===== src/rtl/fir_dec_pkg.sv =====
// Shared types and quantization helpers for fir_decimator.
// The saturating helper is compiled only when FIR_DEC_SAT_EN is defined.
package fir_dec_pkg;

    localparam int unsigned W_Y   = 12;
    localparam int unsigned W_OUT = 8;
    localparam int unsigned W_R   = W_Y + 1;

    typedef logic signed [W_OUT-1:0] out_t;
    typedef logic signed [W_R-1:0]   r_t;

    // Stage-1 payload: quantized sample plus its clip flag
    typedef struct packed {
        logic clipped;
        out_t data;
    } q_t;

    // Round-half-up arithmetic right shift, one guard bit above W_Y
    function automatic r_t round_shift(input logic signed [W_Y-1:0] y, input int unsigned shift);
        r_t ext;
        r_t bias;
        ext = {y[W_Y-1], y};
        if (shift == 0) begin
            return ext;
        end
        bias = r_t'(1) << (shift - 1);
        return (ext + bias) >>> shift;
    endfunction

`ifdef FIR_DEC_SAT_EN
    localparam r_t OUT_MAX = r_t'((1 << (W_OUT - 1)) - 1);
    localparam r_t OUT_MIN = -OUT_MAX - r_t'(1);

    function automatic q_t sat_to_out(input r_t r);
        q_t res;
        res.clipped = 1'b0;
        res.data    = W_OUT'(r);
        if (r > OUT_MAX) begin
            res.data    = W_OUT'(OUT_MAX);
            res.clipped = 1'b1;
        end else if (r < OUT_MIN) begin
            res.data    = W_OUT'(OUT_MIN);
            res.clipped = 1'b1;
        end
        return res;
    endfunction
`endif

endpackage


===== src/rtl/fir_decimator_if.sv =====
// Input sample stream and decimated output stream of fir_decimator.
interface fir_dec_if;
    import fir_dec_pkg::*;

    logic signed [W_Y-1:0] y;
    logic                  y_valid;
    out_t                  m_data;
    logic                  m_valid;
    logic                  m_ready;
    logic                  sat;
    logic                  overflow;

    modport slave  (input  y, y_valid, m_ready,
                    output m_data, m_valid, sat, overflow);
    modport master (output y, y_valid, m_ready,
                    input  m_data, m_valid, sat, overflow);
endinterface


===== src/rtl/sync_fifo.sv =====
// Generic first-word-fall-through FIFO; a push into a full FIFO is accepted
// only when a pop happens in the same cycle.
module sync_fifo #(
    parameter int unsigned WIDTH = 8,
    parameter int unsigned DEPTH = 4
) (
    input  logic             clk,
    input  logic             rst,
    input  logic             push,
    input  logic             pop,
    input  logic [WIDTH-1:0] din,
    output logic [WIDTH-1:0] dout,
    output logic             full,
    output logic             empty
);
    localparam int unsigned AW = (DEPTH > 1) ? $clog2(DEPTH) : 1;
    localparam int unsigned CW = AW + 1;

    logic [WIDTH-1:0] mem_q [DEPTH];
    logic [WIDTH-1:0] mem_d [DEPTH];
    logic [AW-1:0]    wr_ptr_q, wr_ptr_d;
    logic [AW-1:0]    rd_ptr_q, rd_ptr_d;
    logic [CW-1:0]    count_q, count_d;
    logic             full_q, full_d;
    logic             empty_q, empty_d;
    logic             do_push, do_pop;

    always_comb begin
        do_pop   = pop & ~empty_q;
        do_push  = push & (~full_q | do_pop);
        mem_d    = mem_q;
        wr_ptr_d = wr_ptr_q;
        rd_ptr_d = rd_ptr_q;
        count_d  = count_q;
        if (do_push) begin
            mem_d[wr_ptr_q] = din;
            wr_ptr_d        = wr_ptr_q + AW'(1);
        end
        if (do_pop) begin
            rd_ptr_d = rd_ptr_q + AW'(1);
        end
        case ({do_push, do_pop})
            2'b10:   count_d = count_q + CW'(1);
            2'b01:   count_d = count_q - CW'(1);
            default: count_d = count_q;
        endcase
        full_d  = (count_d == CW'(DEPTH));
        empty_d = (count_d == '0);
    end

    // Storage is cleared on reset so the head reads zero while empty
    always_ff @(posedge clk or posedge rst) begin
        if (rst) begin
            for (int i = 0; i < DEPTH; i++) begin
                mem_q[i] <= '0;
            end
            wr_ptr_q <= '0;
            rd_ptr_q <= '0;
            count_q  <= '0;
            full_q   <= 1'b0;
            empty_q  <= 1'b1;
        end else begin
            mem_q    <= mem_d;
            wr_ptr_q <= wr_ptr_d;
            rd_ptr_q <= rd_ptr_d;
            count_q  <= count_d;
            full_q   <= full_d;
            empty_q  <= empty_d;
        end
    end

    assign dout  = mem_q[rd_ptr_q];
    assign full  = full_q;
    assign empty = empty_q;

endmodule


===== src/rtl/fir_decimator.sv =====
// Keeps one of every D valid filter samples, rounds/shifts/quantizes it and
// buffers it in an FWFT FIFO. Saturation is enabled by FIR_DEC_SAT_EN.
module fir_decimator
    import fir_dec_pkg::*;
#(
    parameter int unsigned D     = 4,
    parameter int unsigned SHIFT = 2,
    parameter int unsigned DEPTH = 4
) (
    input logic      clk,
    input logic      rst,
    fir_dec_if.slave bus
);
    localparam int unsigned PH_W = (D > 1) ? $clog2(D) : 1;

    logic [PH_W-1:0] ph_q, ph_d;
    q_t              q_q, q_d;
    logic            q_valid_q, q_valid_d;
    logic            sat_q, sat_d;
    logic            overflow_q, overflow_d;
    r_t              r;
    logic            keep;
    logic            push, pop;
    logic            fifo_full, fifo_empty;
    out_t            fifo_dout;

    always_comb begin
        keep = bus.y_valid && (ph_q == '0);
        ph_d = ph_q;
        if (bus.y_valid) begin
            ph_d = (ph_q == PH_W'(D - 1)) ? '0 : ph_q + PH_W'(1);
        end
        r = round_shift(bus.y, SHIFT);
`ifdef FIR_DEC_SAT_EN
        q_d = sat_to_out(r);
`else
        q_d.clipped = 1'b0;
        q_d.data    = W_OUT'(r);
`endif
        q_valid_d  = keep;
        pop        = ~fifo_empty & bus.m_ready;
        // A full FIFO still accepts the sample when the head leaves this cycle
        push       = q_valid_q & (~fifo_full | pop);
        sat_d      = push & q_q.clipped;
        overflow_d = overflow_q | (q_valid_q & fifo_full & ~pop);
    end

    always_ff @(posedge clk or posedge rst) begin
        if (rst) begin
            ph_q       <= '0;
            q_q        <= '0;
            q_valid_q  <= 1'b0;
            sat_q      <= 1'b0;
            overflow_q <= 1'b0;
        end else begin
            ph_q       <= ph_d;
            q_q        <= q_d;
            q_valid_q  <= q_valid_d;
            sat_q      <= sat_d;
            overflow_q <= overflow_d;
        end
    end

    sync_fifo #(
        .WIDTH (W_OUT),
        .DEPTH (DEPTH)
    ) u_fifo (
        .clk   (clk),
        .rst   (rst),
        .push  (push),
        .pop   (pop),
        .din   (q_q.data),
        .dout  (fifo_dout),
        .full  (fifo_full),
        .empty (fifo_empty)
    );

    assign bus.m_data   = fifo_dout;
    assign bus.m_valid  = ~fifo_empty;
    assign bus.sat      = sat_q;
    assign bus.overflow = overflow_q;

endmodule


===== src/flat_wrapper.sv =====
// flat-port wrapper written by rule: the top's interface ports become plain ports
module fir_decimator_flat import fir_dec_pkg::*;
#(
    parameter int unsigned D     = 4,
    parameter int unsigned SHIFT = 2,
    parameter int unsigned DEPTH = 4
)
  (clk, rst, bus_y, bus_y_valid, bus_m_ready, bus_m_data, bus_m_valid, bus_sat, bus_overflow);
  fir_dec_if bus_i ();
  input logic clk;
  input logic rst;
  input wire logic [$bits(bus_i.y)-1:0] bus_y;
  input wire logic [$bits(bus_i.y_valid)-1:0] bus_y_valid;
  input wire logic [$bits(bus_i.m_ready)-1:0] bus_m_ready;
  output wire logic [$bits(bus_i.m_data)-1:0] bus_m_data;
  output wire logic [$bits(bus_i.m_valid)-1:0] bus_m_valid;
  output wire logic [$bits(bus_i.sat)-1:0] bus_sat;
  output wire logic [$bits(bus_i.overflow)-1:0] bus_overflow;
  assign bus_i.y = bus_y;
  assign bus_i.y_valid = bus_y_valid;
  assign bus_i.m_ready = bus_m_ready;
  assign bus_m_data = bus_i.m_data;
  assign bus_m_valid = bus_i.m_valid;
  assign bus_sat = bus_i.sat;
  assign bus_overflow = bus_i.overflow;
  fir_decimator #(.D(D), .SHIFT(SHIFT), .DEPTH(DEPTH)) u_core (.clk(clk), .rst(rst), .bus(bus_i));
endmodule

===== config.mk =====
export PLATFORM = sky130hd
export DESIGN_NAME = fir_decimator_flat
export DESIGN_NICKNAME = d
export VERILOG_FILES = /design/src/rtl/fir_dec_pkg.sv /design/src/rtl/fir_decimator_if.sv /design/src/rtl/sync_fifo.sv /design/src/rtl/fir_decimator.sv /design/src/flat_wrapper.sv
export SDC_FILE = /design/constraint.sdc
export NUM_CORES = 1
export LEC_CHECK = 0
export BUFFER_PORTS_ARGS = -buffer_cell sky130_fd_sc_hd__buf_2
export CAP_MARGIN = 10
export CORE_MARGIN = 4
export CORE_UTILIZATION = 61
export DETAILED_ROUTE_END_ITERATION = 10
export GPL_TIMING_DRIVEN = 0
export PLACE_DENSITY = 0.83
export SYNTH_ARGS = -nofsm -noshare
export SYNTH_HDL_FRONTEND = slang
export SYNTH_SLANG_ARGS = --single-unit

===== constraint.sdc =====
create_clock -name clk -period 3.14 [get_ports clk]
set_input_delay 0.785 -clock clk [delete_from_list [all_inputs] [get_ports clk]]
set_output_delay 0.785 -clock clk [all_outputs]
set_load 0.05 [all_outputs]

==> results.md, run 1 <==
* Result of the run: complete, no violations
* All-Layer GR Usage at between 10% and 20%
* Vias in the first global route at 1480
* Unrepaired setup endpoints after global routing: no
* Switching pwr at 1210 µW
* Portion of total power attributed to sequential cells at between 30% and 40%
* Clock tree from TritonCTS: yes
* Tightest Pin Transition at 602 ps
* TritonCTS sink count at 53
* Antenna diode count at 0
* Wire length of the first global-routing pass at ~6.9 mm
* Commonest cells after routing, fill and taps aside: sky130_fd_sc_hd__dfrtp_1, sky130_fd_sc_hd__mux2_2, sky130_fd_sc_hd__buf_2
* Num CTS Buffers at 5
* 1st-pass router iterations at 3
* ANT nets after route at 0
* GRT overflow at 0
* Library cell occupying the most area in the post-synthesis netlist: sky130_fd_sc_hd__dfrtp_1
* Endpoint type of the worst setup path: output pin
* Internal power at 1820 µW
* Synth Area in Compound Gates at under 10%
* Chip Height at about 71 µm
* Count of state elements after synthesis at 53
* Slew Viols, Final at 0
* Max VDD drop at roughly 0.00056 V
* Shortest period the worst path allows at roughly 2500 ps
* Type of the worst setup path: flop to output pin
* Standby leakage power at 0.00122 µW
* Clock network fraction of design power at 15.5%
* Clk Latency, worst-skew pair at 300 ps
* Area share of fa/ha/maj cells after synthesis at roughly 4.9%
* Initial cell density of the core at 64.8%
* Category of the worst setup path launch point: flop
* Syn Nets at 195
* Post-Route WL at 4.06 mm
* Relative max-transition margin at 59.9%
* Share of total power consumed by net switching at 39.8%
* Number of warnings printed during yosys synthesis at 0
* Placement Setup Slack at between 400 and 500 ps
* RD Place Congestion at about 0.7
* Synth-to-Final Area Change at 12.5%
* Io pins at 27
* Commonest register cell after synthesis: sky130_fd_sc_hd__dfrtp_1
* Max capacitance violation total at 0
* HPWL after detailed placement at 3.03 mm
* Die area at 5090 µm²
* Worst Path Arrival at around 1800 ps
* Final-stage net count at 225
* Share of the yosys chip area belonging to registers at between 50% and 60%
* Total DRC errors in the routed layout at 0
* Synthesized area divided by synthesized cell count at 14.4 µm²
* Via density at between 5 and 6
* Cell at the root of the clock tree: sky130_fd_sc_hd__clkbuf_8
* R2r setup slk at a little under 800 ps
* Reg clk slew, reported paths at 90 ps
* Mapped cell area at 2440 µm²
* Required time reported for the critical path endpoint at 2350 ps
* Maximum clock path buffer count at 2
* Number of hold violations in the final report at 0
* Number of antenna violations at the first check in global routing at 0
* Count of cells along the worst register-to-register path at 10
* Final worst slack at 593 ps
* Cells resized by post-CTS repair at 0
* Cell count after placement at 241
* Count of flip-flops with a built-in enable after synthesis at 0
* Number of port buffers at 22
* Leading cell type in the layout, fill and taps excluded: sky130_fd_sc_hd__dfrtp_1
* Routed length per instance at 16.3 µm
* Number of endpoints failing setup at the final stage at 0
* Syn Inst Count at 170
* Accumulated negative setup slack at 0 ps
* Number of distinct library cells after synthesis at 30
* Path type of the worst min-delay path: input pin to asynchronous set/reset pin
* Row count at 22
* H-tree levels at 2
* Number of DRC markers after the initial detailed-route iteration at 75
* Fraction of final layout cells with drive strength greater than 1 at 41.8%
* Largest fanout of any net on the critical path at 10
* Core box area at around 3800 µm²
* Final Cycle Share at 81.1%
* Vias at 1389
* Mux contribution to synthesized area at between 20% and 30%
* Buffer count from post-CTS setup fixing at 0
* Area share of the leading cell type in the synthesized netlist at 53.2%
* Cell types with the largest area share after synthesis: sky130_fd_sc_hd__dfrtp_1, sky130_fd_sc_hd__mux2_2, sky130_fd_sc_hd__mux4_2
* Hold buffers post-CTS at 0
* XOR/XNOR share of the synthesized area at 5.02%
* Non-filler cells, final at roughly 250
* Comb power frac at 46.7%
* Post-Synth Simple-Gate Area at 4.91%
* Fmax at between 300 and 400 MHz
* Power per Cell Area at 1100 nW/µm²
* Dominant combinational cell family by area after synthesis: multiplexers
* Worst clock skew at 3.88 ps
* Pin count of the biggest net entering global routing at 41
* Chip Width at 71.3 µm
* Share of flip-flops with an asynchronous set or reset at 100%
## per-layer routing
metal | global-route usage [%] | wire length, µm
met1 | 23.4 | 1810
met3 | 3.09 | 134
met4 | 7.10 | 57
met2 | 29.6 | 2060
met5 | 0 | 0
## power groups by stage
stage	logic, µW	registers [µW]	clock network (µW)
2_1_floorplan	1160	1120	0
3_3_place_gp	1360	1120	0
3_5_place_dp	1430	1160	0
4_1_cts	1430	1140	474
5_1_grt	1520	1180	509
6_report	1410	1140	469
## synthesized netlist by cell type (2+ instances only)
cell type,count
sky130_fd_sc_hd__mux2_2,33
sky130_fd_sc_hd__ha_1,8
sky130_fd_sc_hd__nor2_1,3
sky130_fd_sc_hd__mux4_2,8
sky130_fd_sc_hd__xor2_1,3
sky130_fd_sc_hd__dfrtp_1,52
sky130_fd_sc_hd__inv_1,12
sky130_fd_sc_hd__buf_2,2
sky130_fd_sc_hd__nand2_1,9
sky130_fd_sc_hd__xnor2_1,11
sky130_fd_sc_hd__a21oi_4,4
sky130_fd_sc_hd__o21ai_0,3
sky130_fd_sc_hd__nand3_1,4
sky130_fd_sc_hd__nand4_1,2
## critical path: stages (launching register included)
cell                      delay (ps)
sky130_fd_sc_hd__dfrtp_1         340
sky130_fd_sc_hd__buf_2           320
sky130_fd_sc_hd__mux4_2          570
sky130_fd_sc_hd__buf_2           230
## stage by stage
| step | hold WS [ps] | cell area (µm²) | power [µW] | util (%) |
|---|---|---|---|---|
| after CTS | 427 | 2750 | 3050 | 73.0 |
| after global routing | 444 | 2750 | 3210 | 73.0 |
| after global placement | 449 | 2620 | 2480 | 69.3 |
| after detailed placement | 452 | 2640 | 2580 | 69.9 |
| after floorplan | 472 | 2440 | 2280 | - |
| final | 426 | 2750 | 3020 | 73.0 |
## final cells by class
type | count | area [µm²]
Sequential cell | 53 | 1330
Multi-Input combinational cell | 99 | 1040
Fill cell | 241 | 1020
Timing Repair Buffer | 23 | 130
Clock buffer | 7 | 86.3
Tap cell | 48 | 60.1
Inverter | 12 | 45.0
Buffer | 6 | 36.3
Clock inverter | 1 | 30.0
## kinds of logic (layout without fill, tap and decap cells)
group	Yosys count	in the layout
xor gates and xnor gates	14	14
buffers and inverters	18	49
other	1	1
and+or+nand+nor	23	23
AOI/OAI and AO/OA	11	11
adders and majority gates	9	9
DFF	53	53
muxes	41	41
## final timing paths
path / from / to
min in group clk: u_core.bus.overflow / u_core.bus.overflow
max reg2reg: u_core.u_fifo.empty / u_core.u_fifo.empty
max: u_core.u_fifo.rd_ptr_q[0] / bus_m_data[2]
min reg2reg: u_core.bus.overflow / u_core.bus.overflow
min: rst / u_core.ph_q[0]
max in group asynchronous: rst / u_core.u_fifo.mem_q[9]
## sequential cells by signal, summed over array words and instances (netlist names)
signal,count
u_core.u_fifo.mem_q,32
u_core.q_q,8
u_core.u_fifo.count_q,3
u_core.ph_q,2
u_core.u_fifo.rd_ptr_q,2
u_core.u_fifo.wr_ptr_q,2
u_core.bus.overflow,1
u_core.q_valid_q,1
u_core.u_fifo.empty,1
u_core.u_fifo.full,1
Power figures use the tool's default switching activity.
==> inputs of run 2 (changes only) <==
- CORE_UTILIZATION: 61 -> 57
- PLACE_DENSITY: 0.83 -> 0.78
- clock period: 3.14 -> 2.6 ns (I/O delays scaled with it)
==> run 2 against run 1 <==
Critical path depth is the same. Sequential power grew 20%. Non-clock buffer count is the same.
==> results.md, run 2 (synthesis gave the netlist of run 1 again) <==
* Result of the run: complete, no violations (unchanged)
* Worst Path Arrival at 1810 ps (was 1760 ps)
* Total DRC errors in the routed layout at 0 (unchanged)
* Standby leakage power at 0.00122 µW (about the same)
* Via density at 5.53 (was 5.58)
* Max capacitance violation total at 0 (unchanged)
* Reg clk slew, reported paths at 90 ps (about the same)
* Unrepaired setup endpoints after global routing: no (unchanged)
* Number of flip-flops in the largest register at 32 (unchanged)
* Antenna diode count at 0 (unchanged)
* Synth-to-Final Area Change at 12.1% (was 12.5%)
* Number of endpoints failing setup at the final stage at 0 (unchanged)
* Leading cell type in the layout, fill and taps excluded: sky130_fd_sc_hd__dfrtp_1 (unchanged)
* H-tree levels at 2 (unchanged)
* Type of the worst setup path: flop to output pin (unchanged)
* Pin count of the biggest net entering global routing at 44 (was 41)
* Chain of cells forming the critical path: buf_1 > mux4_2 > buf_2 (was buf_2 > mux4_2 > buf_2)
* Endpoint type of the worst setup path: output pin (unchanged)
* 1st-pass router iterations at 4 (was 3)
* Initial cell density of the core at 59.8% (was 64.8%)
* Required time reported for the critical path endpoint at 1950 ps (was 2350 ps)
* Leading registers by flop count: u_core.u_fifo.mem_q: 32 flops, u_core.q_q: 8 flops, u_core.u_fifo.count_q: 3 flops (unchanged)
* Reg with most FFs: u_core.u_fifo.mem_q (unchanged)
* Worst clock skew at 7.73 ps (was 3.88 ps)
* Path type of the worst min-delay path: input pin to asynchronous set/reset pin (unchanged)
* Clock tree from TritonCTS: yes (unchanged)
* Hold buffers post-CTS at 0 (unchanged)
* Cell at the root of the clock tree: sky130_fd_sc_hd__clkbuf_8 (unchanged)
* Chip Width at 73.5 µm (was 71.3 µm)
* Master of the slowest instance on the critical path: sky130_fd_sc_hd__buf_1 (was sky130_fd_sc_hd__mux4_2)
* Die area at 5400 µm² (was 5090 µm²)
* TritonCTS sink count at 53 (unchanged)
* Number of DRC markers after the initial detailed-route iteration at 132 (was 75)
* Final Cycle Share at 94.6%
* Row count at 23 (was 22)
* Count of cells along the worst register-to-register path at 10 (unchanged)
* Slew Viols, Final at 0 (unchanged)
* Vias in the first global route at 1537 (was 1480)
* Number of logic stages on the critical path including buffering at 3 (unchanged)
* Worst path bufs/invs at 2 (unchanged)
* All-Layer GR Usage at 18.5% (was 17.8%)
* RD Place Congestion at 0.682 (was 0.722)
* Commonest cells after routing, fill and taps aside: sky130_fd_sc_hd__dfrtp_1, sky130_fd_sc_hd__mux2_2, sky130_fd_sc_hd__buf_2 (unchanged)
* Final-stage net count at 225 (unchanged)
* Routed length per instance at 16.9 µm (was 16.3 µm)
* Power per Cell Area at 1320 nW/µm² (was 1100 nW/µm²)
* Maximum clock path buffer count at 2 (unchanged)
* R2r setup slk at 260 ps (was 790 ps)
* GRT overflow at 0 (unchanged)
* Number of hold violations in the final report at 0 (unchanged)
* Category of the worst setup path launch point: flop (unchanged)
* Tightest Pin Transition at 683 ps (was 602 ps)
* Post-Route WL at 4.22 mm (was 4.06 mm)
* Num CTS Buffers at 5 (unchanged)
* Buffer count from post-CTS setup fixing at 0 (unchanged)
* Wire length of the first global-routing pass at 7.38 mm (was 6.91 mm)
* Chip Height at 73.5 µm (was 71.3 µm)
* Fmax at slightly above 400 MHz
* Post-layout util at 67.1% (was 73.0%)
* Number of antenna violations at the first check in global routing at 0 (unchanged)
* Number of port buffers at 22 (unchanged)
* Accumulated negative setup slack at 0 ps (unchanged)
* Fraction of final layout cells with drive strength greater than 1 at 42.0% (was 41.8%)
* Largest fanout of any net on the critical path at 9 (was 10)
* Relative max-transition margin at 54.5% (was 59.9%)
* HPWL after detailed placement at 3.04 mm (was 3.03 mm)
* Shortest period the worst path allows at 2460 ps
* Core box area at 4090 µm² (was 3770 µm²)
* Vias at 1383 (was 1389)
* Cells resized by post-CTS repair at 0 (unchanged)
* Clk Latency, worst-skew pair at 300 ps (about the same)
* ANT nets after route at 0 (unchanged)
* Io pins at 27 (unchanged)
* Max VDD drop at 0.000807 V (was 0.000563 V)
* Max incr delay on CP at 520 ps (was 570 ps)
* Family with the most delay on the worst path: buffers and inverters (was multiplexers)
run 2: final timing paths:
check                                               start                      end
worst max-delay path            u_core.u_fifo.rd_ptr_q[1]            bus_m_data[4]
worst min-delay path                                  rst  u_core.u_fifo.mem_q[15]
worst min register to register        u_core.bus.overflow      u_core.bus.overflow
max in group asynchronous                             rst      u_core.u_fifo.empty
min in group clk                      u_core.bus.overflow      u_core.bus.overflow
worst max register to register        u_core.u_fifo.empty      u_core.u_fifo.empty
run 2: report_power, final:
| group | switching [µW] | leakage [µW] | internal, µW |
|---|---|---|---|
| registers | 196 | 0.000636 | 1180 |
| logic | 1010 | 0.000530 | 708 |
| clock network | 249 | 0.0000540 | 280 |
run 2: layout make-up:
class                           count  area [µm²]
Multi-Input combinational cell     99        1040
Buffer                              6        36.3
Tap cell                           50        62.6
Clock inverter                      2        35.0
Fill cell                         297        1350
Clock buffer                        5        68.8
Timing Repair Buffer               23         130
Inverter                           12        45.0
Sequential cell                    53        1330
run 2: worst register-to-register path: stages (launching register included):
cell and delay [ps]:
sky130_fd_sc_hd__dfstp_2 540, sky130_fd_sc_hd__nand2b_4 110, sky130_fd_sc_hd__buf_6 160, sky130_fd_sc_hd__a21boi_2 100, sky130_fd_sc_hd__inv_1 70, sky130_fd_sc_hd__ha_1 180, sky130_fd_sc_hd__inv_1 70, sky130_fd_sc_hd__fa_1 400
sky130_fd_sc_hd__xor2_1 230, sky130_fd_sc_hd__xnor2_1 130, sky130_fd_sc_hd__o31ai_1 260
run 2: through the flow:
| stage | cell area [µm²] | power, µW | instances | hold slack [ps] | setup slack (ps) |
|---|---|---|---|---|---|
| floorplan | 2440 | 2750 | 170 | 472 | 356 |
| global placement | 2620 | 3010 | 242 | 449 | 149 |
| detailed placement | 2640 | 3120 | 243 | 458 | 102 |
| CTS | 2740 | 3670 | 250 | 262 | 119 |
| global route | 2740 | 3850 | 250 | 259 | 42.4 |
| finish | 2740 | 3620 | 250 | 269 | 141 |
run 2: layer usage:
metal	track usage, %	routed length, µm
met1	25.1	1890
met4	5.43	44
met3	4.51	154
met5	0	0
met2	29.5	2130
==> inputs of run 3 (changes only) <==
- CORE_UTILIZATION: 57 -> 52
- PLACE_DENSITY: 0.78 -> 0.75
- clock period: 2.6 -> 2.2 ns (I/O delays scaled with it)
==> run 3 against run 2 <==
Cell area is 2.1% higher. Global-route usage is 2.6 points lower. Final cell count is 1.2% higher. Critical endpoint is now u_core.u_fifo.empty. Routed wire length is 0.95% higher. Die area is 8.6% higher. Total power is 22% higher. Register-to-register slack worse by 200 ps. Hold slack worse by 68 ps. Largest power group unchanged.
==> results.md, run 3 (synthesis gave the netlist of run 1 again) <==
* Result of the run: complete, no violations (unchanged)
* Vias in the first global route at 1514 (was 1537)
* Area used by sequential logic in the layout at 1330 µm² (unchanged)
* Shortest period the worst path allows at 2140 ps
* Reg clk slew, reported paths at 100 ps (was 90 ps)
* Num CTS Buffers at 5 (unchanged)
* Worst clock skew at 10.8 ps (was 7.73 ps)
* RD Place Congestion at 0.801 (was 0.682)
* Leading registers by flop count: u_core.u_fifo.mem_q: 32 flops, u_core.q_q: 8 flops, u_core.u_fifo.count_q: 3 flops (unchanged)
* Max VDD drop at 0.000943 V (was 0.000807 V)
* R2r setup slk at 60 ps (was 260 ps)
* Standby leakage power at 0.00124 µW (was 0.00122 µW)
* Number of DRC markers after the initial detailed-route iteration at 68 (was 132)
* Number of antenna violations at the first check in global routing at 0 (unchanged)
* Initial cell density of the core at 55.0% (was 59.8%)
* Internal power at 2720 µW (was 2170 µW)
* Antenna diode count at 0 (unchanged)
* ANT nets after route at 0 (unchanged)
* CP endpoint: u_core.u_fifo.empty (was bus_m_data[4])
* Switching pwr at 1720 µW (was 1460 µW)
* Filler cell count in the final layout at 349 (was 297)
* TritonCTS sink count at 53 (unchanged)
* Commonest cells after routing, fill and taps aside: sky130_fd_sc_hd__dfrtp_1, sky130_fd_sc_hd__mux2_2, sky130_fd_sc_hd__buf_2 (unchanged)
* Required time reported for the critical path endpoint at 2420 ps (was 1950 ps)
* Row count at 24 (was 23)
* Core box area at 4440 µm² (was 4090 µm²)
* FF-to-FF End: u_core.u_fifo.empty (unchanged)
* GRT overflow at 0 (unchanged)
* Count of cells along the worst register-to-register path at 9 (was 10)
* Chip Height at 76.6 µm (was 73.5 µm)
* Fmax at 467 MHz
* Io pins at 27 (unchanged)
* Synth-to-Final Area Change at 14.5% (was 12.1%)
* Clk Latency, worst-skew pair at 310 ps (was 300 ps)
* Pin count of the biggest net entering global routing at 38 (was 44)
* All-Layer GR Usage at 15.8% (was 18.5%)
* Final-stage net count at 225 (unchanged)
* Startpoint of the most critical setup path: u_core.u_fifo.empty (was u_core.u_fifo.rd_ptr_q[1])
* Die area at 5860 µm² (was 5400 µm²)
* Worst hold margin at 201 ps (was 269 ps)
* Area of the multi-input gates at 1050 µm² (was 1040 µm²)
* 1st-pass router iterations at 4 (unchanged)
* Portion of total power attributed to sequential cells at 37.5% (was 37.9%)
* Total DRC errors in the routed layout at 0 (unchanged)
* Fraction of final layout cells with drive strength greater than 1 at 44.3% (was 42.0%)
* Largest fanout of any net on the critical path at 3 (was 9)
* Via density at 5.40 (was 5.53)
* Comb power frac at 45.5% (was 47.5%)
* Vias at 1366 (was 1383)
* Cell at the root of the clock tree: sky130_fd_sc_hd__clkbuf_8 (unchanged)
* H-tree levels at 2 (unchanged)
* Power per Cell Area at 1590 nW/µm² (was 1320 nW/µm²)
* Maximum clock path buffer count at 2 (unchanged)
* Chip Width at 76.6 µm (was 73.5 µm)
* Post-Route WL at 4.26 mm (was 4.22 mm)
* Clock tree from TritonCTS: yes (unchanged)
* Slew Viols, Final at 0 (unchanged)
* Number of port buffers at 22 (unchanged)
* Number of hold violations in the final report at 0 (unchanged)
* Non-filler cells, final at 253 (was 250)
* Routed length per instance at 16.8 µm (was 16.9 µm)
* Clock network fraction of design power at 17.0% (was 14.6%)
* HPWL after detailed placement at 3.09 mm (was 3.04 mm)
* Post-layout util at 63.0% (was 67.1%)
* Wire length of the first global-routing pass at 7.19 mm (was 7.38 mm)
* Cell count after placement at 245 (was 243)
* Category of the worst setup path launch point: flop (unchanged)
* Path type of the worst min-delay path: input pin to asynchronous set/reset pin (unchanged)
* Worst Path Arrival at 2360 ps (was 1810 ps)
* Leading cell type in the layout, fill and taps excluded: sky130_fd_sc_hd__dfrtp_1 (unchanged)
* Endpoint type of the worst setup path: flop (was output pin)
* Share of total power consumed by net switching at 38.8% (was 40.2%)
* Final Cycle Share at 97.4%
* Number of flip-flops in the largest register at 32 (unchanged)
* Type of the worst setup path: flop to flop (was flop to output pin)
* Max capacitance violation total at 0 (unchanged)
* Reg with most FFs: u_core.u_fifo.mem_q (unchanged)
* Number of endpoints failing setup at the final stage at 0 (unchanged)
* RR Startpoint: u_core.u_fifo.empty (unchanged)
run 3: area by class of cell:
type | instances | area share (%)
Clock inverter | 3 | 2.32
Inverter | 12 | 1.61
Multi-Input combinational cell | 99 | 37.5
Tap cell | 52 | 2.32
Sequential cell | 53 | 47.4
Timing Repair Buffer | 25 | 5.27
Clock buffer | 5 | 2.46
Buffer | 4 | 1.12
run 3: critical path, stage by stage (launching register included):
cell and delay, ps:
sky130_fd_sc_hd__dfstp_2 530, sky130_fd_sc_hd__nand2b_4 140, sky130_fd_sc_hd__a21boi_2 80, sky130_fd_sc_hd__inv_1 90, sky130_fd_sc_hd__ha_2 220, sky130_fd_sc_hd__inv_1 70
sky130_fd_sc_hd__fa_2 370, sky130_fd_sc_hd__xor2_2 160, sky130_fd_sc_hd__xnor2_1 140, sky130_fd_sc_hd__o31ai_1 240
run 3: stage by stage:
stage                     cell area (µm²)  power [µW]  setup WS, ps  TNS, ps
after global routing                 2800        4720         -28.5    -47.2
after detailed placement             2640        3680          -200     -506
after global placement               2620        3550          -153    -7220
after floorplan                      2440        3250          36.8        0
final                                2800        4440          56.9        0
after CTS                            2780        4450          32.4        0
run 3: worst min path at each step:
stage                                    end  cells past startpoint                     start  slack [ps]
global placement         u_core.bus.overflow                      1       u_core.bus.overflow         460
CTS                   u_core.u_fifo.mem_q[4]                      2                       rst         210
finish                u_core.u_fifo.mem_q[2]                      2                       rst         200
floorplan           u_core.u_fifo.count_q[1]                      2  u_core.u_fifo.count_q[1]         470
detailed placement       u_core.bus.overflow                      1       u_core.bus.overflow         470
global route          u_core.u_fifo.mem_q[2]                      2                       rst         220
run 3: per-layer routing:
| metal | part of all wire (%) | GRT usage [%] | up-vias |
|---|---|---|---|
| li1 | - | - | 649 |
| met1 | 42 | 18.3 | 687 |
| met2 | 53 | 28.6 | 22 |
| met3 | 3.4 | 3.55 | 8 |
| met4 | 1.5 | 5.80 | 0 |
| met5 | 0 | 0 | - |
run 3: repair_timing:
action | in CTS | in global routing
buffers inserted | 2 | 0
setup endpoints to repair | 11 | 5
pin swaps | 1 | 0
resized for setup | 2 | 6
hold buffers | 0 | 0
hold endpoints to repair | 0 | 0
gates cloned | 0 | 0
run 3: power by group through the flow:
stage | Combinational [µW] | Sequential (µW) | Clock [µW]
finish | 2020 | 1660 | 755
global route | 2190 | 1720 | 817
CTS | 2010 | 1670 | 773
detailed placement | 2040 | 1640 | 0
global placement | 1950 | 1600 | 0
floorplan | 1650 | 1600 | 0
